$ cat config.mk
export PLATFORM = sky130hd
export DESIGN_NAME = host_pkt_arbiter
export DESIGN_NICKNAME = d
export VERILOG_FILES = /design/src/rtl/host_pkt_arbiter.sv
export SDC_FILE = /design/constraint.sdc
export NUM_CORES = 1
export LEC_CHECK = 0
export CORE_AREA = 2 2 155 157
export CTS_CLUSTER_SIZE = 14
export DETAILED_ROUTE_END_ITERATION = 8
export DIE_AREA = 0 0 157 159
export GPL_ROUTABILITY_DRIVEN = 1
export GPL_TIMING_DRIVEN = 0
export PLACE_DENSITY_LB_ADDON = 0.05
export SLEW_MARGIN = 20
export SYNTH_ARGS = -nofsm -noshare
export SYNTH_HDL_FRONTEND = slang
export SYNTH_SLANG_ARGS = --single-unit
$ cat constraint.sdc
create_clock -name clk_host -period 2.5 [get_ports clk_host]
set_clock_uncertainty 0.05 [all_clocks]
set_input_delay 0.25 -clock clk_host [delete_from_list [all_inputs] [get_ports clk_host]]
set_output_delay 0.25 -clock clk_host [all_outputs]
set_load 0.02 [all_outputs]
$ cat src/rtl/host_pkt_arbiter.sv
// host_pkt_arbiter: packet-atomic round-robin arbiter merging NUM_PORTS FWFT packet FIFOs onto one host stream
//   clk_host, rst_n (sync, active-low)
//   req_valid/req_data/req_rd_en : per-port FIFO head word and pop strobe
//   out_valid/out_data/out_port/out_ready : registered output beat with backpressure
//   err_orphan/err_abort : one-cycle pulses for dropped non-sop heads and watchdog aborts
//   HOST_ARB_PKT_CNT_EN : adds pkt_cnt, per-port count of completed packets
module host_pkt_arbiter #(
  parameter int NUM_PORTS = 4,
  parameter int WORD_W = 77,
  parameter int MAX_PKT_BEATS = 256
) (
  input  logic                          clk_host,
  input  logic                          rst_n,
  input  logic [NUM_PORTS-1:0]          req_valid,
  input  logic [NUM_PORTS*WORD_W-1:0]   req_data,
  output logic [NUM_PORTS-1:0]          req_rd_en,
  output logic                          out_valid,
  output logic [WORD_W-1:0]             out_data,
  output logic [$clog2(NUM_PORTS)-1:0]  out_port,
  input  logic                          out_ready,
  output logic                          err_orphan,
  output logic                          err_abort
`ifdef HOST_ARB_PKT_CNT_EN
  ,
  output logic [NUM_PORTS*32-1:0]       pkt_cnt
`endif
);
  localparam int PW = $clog2(NUM_PORTS);
  localparam int CW = $clog2(MAX_PKT_BEATS + 1);
  typedef enum logic {IDLE, LOCKED} state_t;
  state_t state, state_nx;
  logic [PW-1:0] rr_ptr, rr_nx, grant, grant_nx, cand, sel, idx;
  logic [CW-1:0] beat_cnt, beat_nx;
  logic [WORD_W-1:0] head;
  logic found, space, load, orphan, abort, head_sop, head_eop;
  // lowest offset from rr_ptr wins, so scan offsets from the far end down
  always_comb begin
    cand = '0;
    found = 1'b0;
    idx = '0;
    for (int k = NUM_PORTS - 1; k >= 0; k--) begin
      idx = PW'((int'(rr_ptr) + k) % NUM_PORTS);
      if (req_valid[idx]) begin
        found = 1'b1;
        cand = idx;
      end
    end
  end
  always_comb begin
    space = !out_valid || out_ready;
    sel = state == LOCKED ? grant : cand;
    head = req_data[sel*WORD_W +: WORD_W];
    head_sop = head[65];
    head_eop = head[64];
    // orphans are discarded without touching the output register, so space is irrelevant
    orphan = state == IDLE && found && !head_sop;
    load = space && (state == LOCKED ? req_valid[grant] : found && head_sop);
    req_rd_en = rst_n && (load || orphan) ? NUM_PORTS'(1) << sel : '0;
    abort = state == LOCKED && load && !head_eop && beat_cnt >= CW'(MAX_PKT_BEATS - 1);
    state_nx = state;
    rr_nx = rr_ptr;
    grant_nx = grant;
    beat_nx = beat_cnt;
    if (load && state == IDLE) begin
      rr_nx = PW'((int'(cand) + 1) % NUM_PORTS);
      grant_nx = cand;
      beat_nx = CW'(1);
      state_nx = head_eop ? IDLE : LOCKED;
    end else if (load) begin
      beat_nx = beat_cnt == CW'(MAX_PKT_BEATS) ? beat_cnt : beat_cnt + 1'b1;
      state_nx = head_eop || abort ? IDLE : LOCKED;
    end
  end
  always_ff @(posedge clk_host) begin
    if (!rst_n) begin
      state <= IDLE;
      rr_ptr <= '0;
      grant <= '0;
      beat_cnt <= '0;
      out_valid <= 1'b0;
      out_data <= '0;
      out_port <= '0;
      err_orphan <= 1'b0;
      err_abort <= 1'b0;
    end else begin
      state <= state_nx;
      rr_ptr <= rr_nx;
      grant <= grant_nx;
      beat_cnt <= beat_nx;
      out_valid <= load || (out_valid && !out_ready);
      if (load) begin
        out_data <= head;
        out_port <= sel;
      end
      err_orphan <= orphan;
      err_abort <= abort;
    end
  end
`ifdef HOST_ARB_PKT_CNT_EN
  always_ff @(posedge clk_host) begin
    if (!rst_n)
      pkt_cnt <= '0;
    else
      for (int i = 0; i < NUM_PORTS; i++)
        if (load && head_eop && sel == PW'(i))
          pkt_cnt[i*32 +: 32] <= pkt_cnt[i*32 +: 32] + 32'd1;
  end
`endif
endmodule

==> summary.md <==
| Metric | Value |
|---|---|
| Crit-path leading delay family | compound AO/OA/AOI/OAI gates |
| Pwr/cell area | 997 nW/µm² |
| Yosys Warn Count | 0 |
| Vias in the first global route | between 7,000 and 8,000 |
| Synth async-reset ratio | 0% |
| Ranking of synthesized cells by area | dfxtp_1, mux2_2, mux2i_1 |
| Antenna-violating nets left | 0 |
| Detailed Route WL | 30.9 mm |
| Final #Nets | approximately 1,500 |
| Syn-to-layout area delta | 75.4% |
| Total Neg Setup Slack | -0.734 ns |
| Highest Clock Rate | 0.368 GHz |
| Setup CP Type | reg2out |
| Via count | 7,592 |
| Root Driver | clkbuf_16 |
| # clock sinks | between 90 and 100 |
| Register bit total from synthesis | 96 |
| Mean post-synth cell area | 8.82 µm² |
| Cts bufs inserted | 9 |
| Final Max Tran Viols | 0 |
| Cts hold-fix bufs | 0 |
| CP Data Arrival Time | 2.42 ns |
| Worst vdd ir | 397 µV |
| Htree depth | 3 |
| Max stage delay on crit path | 0.44 ns |
| Drt first pass iters | 5 |
| Clock latency on the worst-skew pair | approximately 0.35 ns |
| Hold Slack | 0.284 ns |
| CP max FO | 4 |
| # IOs | 401 |
| Placer Congestion | 0.826 |
| Final Instance Count excl. Fillers | 1,508 |
| Worst path buffer plus inverter count | 1 |
| Die W | 157 µm |
| Slowest CP cell | a2111o_1 |
| HPWL Detailed | 24.5 mm |
| Syn_nets | roughly 1,100 |
| CP required | about 2.2 ns |
| Number of library cell types mapped by synthesis | 54 |
| Initial drt markers | roughly 240 |
| Cells after DPL | 1,483 |
| P_sw | 5.28 mW |
| P_int | 6.52 mW |
| Sequential fraction of design power | 18.6% |
| Yosys top cell area share | 28.5% |
| Final worst-path setup slack | -0.221 ns |
| Startpoint types | flop |
| Leakage Power | 4.18 nW |
| Total track usage | 23.8% |
| Cell with the most instances after synthesis | dfxtp_1 |
| Combinational share of power | 68.9% |
| Chip height | 159 µm |
| Global-route wire length before repair | 45.4 mm |
| Filler Cell Count | 2,283 |
| Initial Util | 29.1% |
| Inserted Diodes | 0 |
| Remaining DRCs | 0 |
| Slew margin rel. | about half |
| Yosys top cell by area | dfxtp_1 |
| Design Power | between 10 and 15 mW |
| Failing checks | setup timing |
| CTS clk-pin slew, worst paths | about 0.07 ns |
| Setup violators final | 4 |
| Vias per cell | 5.03 |
| Die footprint | 25,000 µm² |
| Core region area | between 20,000 and 25,000 µm² |
| Seq/Total Area, Yosys | 28.5% |
| Fin. Hold Viols | 0 |
| Max Cap Viol | 0 |
| Commonest cells in the netlist | dfxtp_1, nand2_1, nand3_1 |
| CP Cell Sequence | nand2_4 -> a2111o_1 -> a41oi_2 -> nand3_1 -> o21a_2 -> o311a_4 -> nor4b_4 -> buf_4 |
| Clk network pwr share | 12.5% |
| EDFF count, synth | 0 |
| Period Utilization, post-route | 109% |
| Grt ovf | 0 |
| Worst hold-check path type | in2reg |
| Most used DFF post-synth | dfxtp_1 |
| TritonCTS clock tree | done |
| Netlist area before placement | 6750 µm² |
| Layout cells sized above 1 | 19.6% |
| Slew @ Worst Pin | 0.742 ns |
| Initial antenna violation count | 0 |
| Switching share of power | 44.7% |
| Cell row count | 56 |
| Final min period | 2.72 ns |
| IO Port Bufs | 399 |
| Status | finished with violations |
| CP Capture Type | primary output |
| Post-Syn Instances | 765 |
| RSZ-0062 raised after global routing | yes |
| Max clock buf depth | 2 |
| Average wire per standard cell | 20.5 µm |
| Largest net degree at the start of global routing | 17 |
## power groups by stage
stage	Combinational, mW	Sequential [mW]	Clock (mW)
after floorplan	4.48	2.60	0
after global placement	7.54	2.21	0
after detailed placement	7.54	2.21	0
after CTS	7.78	2.19	1.50
after global routing	8.73	2.24	1.57
final	8.13	2.19	1.48
## layout by cell type, fill, tap and decap left out, drive strengths merged, types with 2 or more instances in the layout
cell,Yosys,routed
mux2i,79,79
o2111ai,3,3
nor4,6,6
nand2,94,94
mux2,75,75
o21a,2,2
ha,3,3
o21ba,2,2
a211oi,3,3
or3,3,3
nand4b,2,2
o221ai,75,75
clkbuf,41,52
a31oi,2,2
inv,5,7
o21ai,6,6
buf,43,56
nor2b,5,5
o31ai,5,5
dlygate4sd2,0,3
nor2,10,10
nand4,2,2
clkdlybuf4s50,0,391
a21oi,85,85
nor4b,2,2
dfxtp,96,96
xnor2,3,3
nand3,85,85
a41oi,2,2
nand2b,5,5
nor3,8,8
## per-layer routing
layer	vias up	global-route usage, %	wire length (µm)
li1	3733	-	-
met2	277	44.5	16300
met1	3564	27.8	12200
met4	0	4.09	269
met3	18	5.23	2060
met5	-	0	0
## logic make-up after synthesis
| group | Yosys count | share of synthesized area, % |
|---|---|---|
| compound gates | 193 | 23.4 |
| buf+inv | 89 | 6.93 |
| fa+ha+maj | 3 | 0.556 |
| simple gates | 225 | 15.6 |
| xor+xnor | 4 | 0.519 |
| flops | 96 | 28.5 |
| mux | 155 | 24.6 |
## worst paths after layout
kind | to | cells past startpoint | startpoint | slack [ns]
setup / recovery | req_rd_en[1] | 8 | rr_ptr[1] | -0.22
hold reg to reg | out_data[5] | 2 | out_data[5] | 0.41
hold / removal | rr_ptr[0] | 2 | rst_n | 0.28
setup reg to reg | err_abort | 10 | rr_ptr[0] | 0.05
## stage by stage
step           util, %  worst slack [ns]  instance area (µm²)
5_1_grt           51.0            -0.323                11800
3_5_place_dp      48.1             -1.26                11200
4_1_cts           50.1            -0.239                11600
2_1_floorplan        -          -0.00499                 6760
3_3_place_gp      48.1             -1.30                11200
6_report          51.0            -0.221                11800
## flip-flops by register name, indices dropped and copies added, names as in the netlist
signal,flops
beat_cnt,9
err_abort,1
err_orphan,1
grant,2
out_data,77
out_port,2
out_valid,1
rr_ptr,2
state,1
## final cells by class
type	count	area, µm²	share of cell area, %
timing repair buffer	408	4050	34.2
buffer	84	536	4.52
sequential	96	1930	16.3
clock inverter	5	62.6	0.528
multi-input combinational	580	4600	38.9
clock buffer	11	243	2.05
tap	319	399	3.37
inverter	5	18.8	0.159
## timing repair
action,CTS,global route
hold endpoints to repair,0,0
buffers inserted,9,0
pin swaps,9,7
setup endpoints to repair,91,78
gates resized for setup,61,63
(Power assumes the default switching activity.)
